===== config.mk =====
export PLATFORM = sky130hd
export DESIGN_NAME = a0_uart_tx
export DESIGN_NICKNAME = d
export VERILOG_FILES = /design/src/rtl/uart_pkg.sv /design/src/rtl/sync_fifo.sv /design/src/rtl/a0_uart_tx.sv
export SDC_FILE = /design/constraint.sdc
export NUM_CORES = 1
export LEC_CHECK = 0
export CORE_MARGIN = 1
export CORE_UTILIZATION = 50
export CTS_BUF_LIST = sky130_fd_sc_hd__clkbuf_8
export DETAILED_ROUTE_END_ITERATION = 16
export PLACE_DENSITY = 0.68
export SLEW_MARGIN = 20
export SYNTH_ARGS = -nofsm -noshare
export SYNTH_HDL_FRONTEND = slang
export SYNTH_SLANG_ARGS = --single-unit

===== constraint.sdc =====
create_clock -name clk_i -period 2.6 [get_ports clk_i]
set_input_delay 0.39 -clock clk_i [delete_from_list [all_inputs] [get_ports clk_i]]
set_output_delay 0.39 -clock clk_i [all_outputs]
set_load 0.03 [all_outputs]

===== src/rtl/uart_pkg.sv =====
// Shared types and constants for the UART transmit path.
package uart_pkg;

    typedef enum logic [1:0] {
        IDLE  = 2'd0,
        START = 2'd1,
        DATA  = 2'd2,
        STOP  = 2'd3
    } tx_state_t;

    localparam int UART_FRAME_BITS = 10;
    localparam int UART_DATA_BITS  = 8;

endpackage


===== src/rtl/sync_fifo.sv =====
// Synchronous FIFO with registered storage and a separate occupancy count;
// a pop frees a slot for a push in the same cycle even when full.
module sync_fifo #(
    parameter int WIDTH = 8,
    parameter int DEPTH = 4
) (
    input  logic                   clk_i,
    input  logic                   rst_i,
    input  logic                   push_i,
    input  logic                   pop_i,
    input  logic [WIDTH-1:0]       din_i,
    output logic [WIDTH-1:0]       dout_o,
    output logic                   full_o,
    output logic                   empty_o,
    output logic [$clog2(DEPTH):0] count_o
);

    localparam int AW = $clog2(DEPTH);
    localparam int CW = AW + 1;

    logic [WIDTH-1:0] mem_q [DEPTH];
    logic [AW-1:0]    wr_ptr_q, wr_ptr_d;
    logic [AW-1:0]    rd_ptr_q, rd_ptr_d;
    logic [CW-1:0]    count_q, count_d;
    logic             push_ok_s, pop_ok_s;

    // Next-state pointers and count; pointers wrap naturally since DEPTH is a power of two.
    always_comb begin
        pop_ok_s  = pop_i && (count_q != {CW{1'b0}});
        push_ok_s = push_i && ((count_q != CW'(DEPTH)) || pop_ok_s);
        if (push_ok_s) begin
            wr_ptr_d = wr_ptr_q + AW'(1);
        end else begin
            wr_ptr_d = wr_ptr_q;
        end
        if (pop_ok_s) begin
            rd_ptr_d = rd_ptr_q + AW'(1);
        end else begin
            rd_ptr_d = rd_ptr_q;
        end
        case ({push_ok_s, pop_ok_s})
            2'b10:   count_d = count_q + CW'(1);
            2'b01:   count_d = count_q - CW'(1);
            default: count_d = count_q;
        endcase
    end

    // Storage and pointer registers.
    always_ff @(posedge clk_i) begin
        if (rst_i) begin
            wr_ptr_q <= {AW{1'b0}};
            rd_ptr_q <= {AW{1'b0}};
            count_q  <= {CW{1'b0}};
            for (int i = 0; i < DEPTH; i++) begin
                mem_q[i] <= {WIDTH{1'b0}};
            end
        end else begin
            wr_ptr_q <= wr_ptr_d;
            rd_ptr_q <= rd_ptr_d;
            count_q  <= count_d;
            if (push_ok_s) begin
                mem_q[wr_ptr_q] <= din_i;
            end
        end
    end

    assign dout_o  = mem_q[rd_ptr_q];
    assign full_o  = (count_q == CW'(DEPTH));
    assign empty_o = (count_q == {CW{1'b0}});
    assign count_o = count_q;

endmodule


===== src/rtl/a0_uart_tx.sv =====
// Captures each new byte seen on the core's a0 output port and sends it as
// UART 8N1. tx_o and busy_o follow the FSM state one clock later.
module a0_uart_tx
    import uart_pkg::*;
#(
    parameter int CLKS_PER_BIT = 16,
    parameter int FIFO_DEPTH   = 4,
    parameter int DATA_WIDTH   = 8
) (
    input  logic                        clk_i,
    input  logic                        rst_i,
    input  logic [DATA_WIDTH-1:0]       data_i,
    input  logic                        en_i,
    output logic                        tx_o,
    output logic                        busy_o,
    output logic                        overflow_o,
    output logic [$clog2(FIFO_DEPTH):0] fifo_count_o
);

    localparam int BW = (CLKS_PER_BIT > 1) ? $clog2(CLKS_PER_BIT) : 1;

    tx_state_t             state_q;
    logic [BW-1:0]         baud_q;
    logic [2:0]            bit_q;
    logic [DATA_WIDTH-1:0] sh_q;
    logic [DATA_WIDTH-1:0] prev_q;
    logic                  tx_q, busy_q, overflow_q;

    logic                  cap_s, pop_s, baud_last_s;
    logic                  fifo_full_s, fifo_empty_s;
    logic [DATA_WIDTH-1:0] fifo_dout_s;

    assign cap_s       = en_i && (data_i != prev_q);
    assign pop_s       = (state_q == IDLE) && !fifo_empty_s;
    assign baud_last_s = (baud_q == BW'(CLKS_PER_BIT - 1));

    sync_fifo #(
        .WIDTH (DATA_WIDTH),
        .DEPTH (FIFO_DEPTH)
    ) u_fifo (
        .clk_i   (clk_i),
        .rst_i   (rst_i),
        .push_i  (cap_s),
        .pop_i   (pop_s),
        .din_i   (data_i),
        .dout_o  (fifo_dout_s),
        .full_o  (fifo_full_s),
        .empty_o (fifo_empty_s),
        .count_o (fifo_count_o)
    );

    // Change detector and sticky drop flag; prev_q moves only on capture.
    always_ff @(posedge clk_i) begin
        if (rst_i) begin
            prev_q     <= {DATA_WIDTH{1'b0}};
            overflow_q <= 1'b0;
        end else begin
            if (cap_s) begin
                prev_q <= data_i;
            end
            if (cap_s && fifo_full_s && !pop_s) begin
                overflow_q <= 1'b1;
            end
        end
    end

    // Transmit FSM with baud counter, shift register and registered line outputs.
    always_ff @(posedge clk_i) begin
        if (rst_i) begin
            state_q <= IDLE;
            baud_q  <= {BW{1'b0}};
            bit_q   <= 3'd0;
            sh_q    <= {DATA_WIDTH{1'b0}};
            tx_q    <= 1'b1;
            busy_q  <= 1'b0;
        end else begin
            busy_q <= (state_q != IDLE) || !fifo_empty_s;
            case (state_q)
                IDLE: begin
                    tx_q <= 1'b1;
                    if (!fifo_empty_s) begin
                        sh_q    <= fifo_dout_s;
                        baud_q  <= {BW{1'b0}};
                        state_q <= START;
                    end
                end
                START: begin
                    tx_q <= 1'b0;
                    if (baud_last_s) begin
                        baud_q  <= {BW{1'b0}};
                        bit_q   <= 3'd0;
                        state_q <= DATA;
                    end else begin
                        baud_q <= baud_q + BW'(1);
                    end
                end
                DATA: begin
                    tx_q <= sh_q[0];
                    if (baud_last_s) begin
                        baud_q <= {BW{1'b0}};
                        sh_q   <= {1'b0, sh_q[DATA_WIDTH-1:1]};
                        if (bit_q == 3'(UART_DATA_BITS - 1)) begin
                            state_q <= STOP;
                        end else begin
                            bit_q <= bit_q + 3'd1;
                        end
                    end else begin
                        baud_q <= baud_q + BW'(1);
                    end
                end
                STOP: begin
                    tx_q <= 1'b1;
                    if (baud_last_s) begin
                        baud_q  <= {BW{1'b0}};
                        state_q <= IDLE;
                    end else begin
                        baud_q <= baud_q + BW'(1);
                    end
                end
                default: begin
                    tx_q    <= 1'b1;
                    baud_q  <= {BW{1'b0}};
                    state_q <= IDLE;
                end
            endcase
        end
    end

    assign tx_o       = tx_q;
    assign busy_o     = busy_q;
    assign overflow_o = overflow_q;

endmodule

==> results.md <==
* Worst-Margin Slew at 0.5878 ns
* WHS Path Cells at 2
* GR Overflow Total at 0
* Core area at 6350 um2
* Die Footprint at 6894 um2
* CTS tree: done
* Clock-pin slew on the worst setup and hold paths at 0.07 ns
* Vias in the first global route at 2123
* Die Height at 83.03 um
* Via count at 2215
* Post-synth cell types at 46
* Worst Reg-to-Reg Cells at 8
* Share of the synthesized area in the top cell type at 0.2927
* All-layer global routing usage at 0.1964
* Area leader, netlist: edfxtp_1
* Multi-input logic area at 1458 um2
* Setup slack at placement at -0.009736 ns
* Area growth from synthesis to layout at 16.31%
* Status: completed
* Commonest cells in the netlist: nor2_1 (54), dfxtp_1 (37), edfxtp_1 (32)
* Fill count at 525
* Placed cell areas at 3635 um2
* EDFF count, synth at 32
* Setup Buffers After CTS at 0
* Overall Power at 3538 uW
* Most instantiated library cell after synthesis: nor2_1
* Reg area at 1702 um2
* CP arrival at 2.50 ns
* TritonRoute pass-1 iters at 4
* CP required at 2.82 ns
* Maximum vdd drop at 0.5355 mV
* Final Setup Violations at 0
* Dpl cells at 389
* Max H-tree Level at 3
* Core Rows at 29
* Number of diodes at 0
* Crit path capture type: flip-flop
* Syn Inst Count at 294
* Worst-Skew Late Latency at 0.33 ns
* Max-slew violation count at 0
* Routability Congestion at 0.7860
* Avg Inst Size Synth at 11.17 um2
* Hold Crit Class: flip-flop to flip-flop
* Avg Vias per Cell at 5.469
* Synthesized Nets at 315
* Initial antenna violation count at 0
* Post-DRT Antenna Nets at 0
* Ys async rst share at 0
* Setup total negative slack at 0 ns
* DP HPWL at 4.343 mm
* First DRT Iteration DRCs at 75
* MaxCap Viol Count at 0
* Largest net degree at the start of global routing at 35
* Crit path kind: primary input to flip-flop
* Port Buffer Count at 16
* Final net count at 344
* Final hold viol count at 0
* DRT Wirelength at 6.195 mm
* Clk buf depth at 2
* Hold Buf Count CTS at 0
* Total CTS buffers at 9
* Fin area at 3819 um2
* Tcrit/Tclk final at 0.8763
* PD cells at 926.4 nW/um2
* Num ports at 17
* Clock root buffer master: clkbuf_8
* Sequential share of the synthesized area at 0.5183
* Leak pwr at 0.001476 uW
* Most common flop cell mapped by yosys: dfxtp_1
* Global-route wire length before repair at 10.42 mm
* Synth area leaders: edfxtp_1 (29%), dfxtp_1 (23%), nor2_1 (6.2%)
* Cell Count, Final, Fillers Out at 405
* RSZ-0062 raised after global routing: false
* Worst Clk Skew at 0.007445 ns
* Routed WL per cell at 15.30 um
* Synthesized flop and latch total at 69
* Min setup slack post-route at 0.3216 ns
* Tmin final at 2.278 ns
* DRC Markers at 0
* Initial core utilization at 0.5170
* Synth Warn # at 0
* Cell Area, Synth at 3283 um2
* Share of cells above drive strength 1 at 0.1829
* Fmax at 0.4389 GHz
* Maximum fanout along the worst path at 2
* Resized cells post-CTS at 0
* # clock sinks at 69
* Crit path launch type: primary input
* Die W at 83.03 um
* Worst relative slew slack at 0.6077
[final cells by class]
type | instances | share of cell area
flip-flops and latches | 69 | 0.4456
multi-input cells | 197 | 0.3817
repair buffers | 39 | 0.09240
clock buffers | 9 | 0.03244
well taps | 77 | 0.02523
clock inverters | 7 | 0.01573
inverters | 7 | 0.006881
[state kept, by name, summed over array words and instances, names as in the netlist, named ones only]
name	flops
baud_q	4
bit_q	3
busy_o	1
overflow_o	1
prev_q	8
sh_q	8
state_q	2
tx_o	1
u_fifo.count_o	3
u_fifo.mem_q	32
u_fifo.rd_ptr_q	2
u_fifo.wr_ptr_q	2
[worst max-delay path, cell delays in order]
cell,delay [ns]
clkdlybuf4s50_1,0.46
xor2_1,0.17
nor4_2,0.38
a21boi_2,0.10
nand2b_1,0.17
fa_1,0.50
nor2_1,0.04
mux2_1,0.29
[through the flow]
step / hold slack (ns) / utilization
final: 0.4584 / 0.6014
after global placement: 0.4424 / 0.5724
after global routing: 0.4843 / 0.6014
after detailed placement: 0.4530 / 0.5724
after floorplan: 0.4356 / -
after CTS: 0.4633 / 0.6014
[layout by cell type (no fill, tap or decap), types with 4 or more instances in the layout]
cell,n
mux2i_1,20
buf_4,21
clkdlybuf4s50_1,15
a211oi_1,7
o21bai_1,4
nor3_1,4
clkbuf_8,9
nor4b_1,7
nand2_1,7
ha_1,9
nor2_1,54
edfxtp_1,32
mux4_2,8
inv_1,9
a21oi_1,9
xor2_1,9
dfxtp_1,37
nor2_2,9
nand2b_1,12
[per-layer routing]
| layer | wire (um) | vias up | track usage |
|---|---|---|---|
| met4 | 97 | 0 | 0.08464 |
| li1 | - | 1093 | - |
| met3 | 209 | 9 | 0.03579 |
| met1 | 2765 | 1066 | 0.2553 |
| met5 | 0 | - | 0 |
| met2 | 3123 | 47 | 0.3227 |
[worst paths after layout]
path                   start            endpoint  slack (ns)
setup reg to reg  state_q[0]  u_fifo.mem_q[0][0]        0.48
setup / recovery   data_i[1]   u_fifo.count_o[1]        0.32
hold reg to reg     bit_q[1]            bit_q[1]        0.46
hold / removal      bit_q[1]            bit_q[1]        0.46
[where the power goes]
group	internal (uW)	switching, uW
Clock	432	393
Combinational	569	668
Sequential	1320	151
[logic make-up after synthesis]
group	after synthesis	share of synthesized area
and+or+nand+nor	113	0.1803
DFF	69	0.5183
AOI/OAI and AO/OA	32	0.06669
muxes	30	0.1227
buffers and inverters	28	0.03964
xor gates and xnor gates	12	0.03201
adders and majority gates	10	0.04040
No activity file was read; power rests on OpenSTA's default activity.
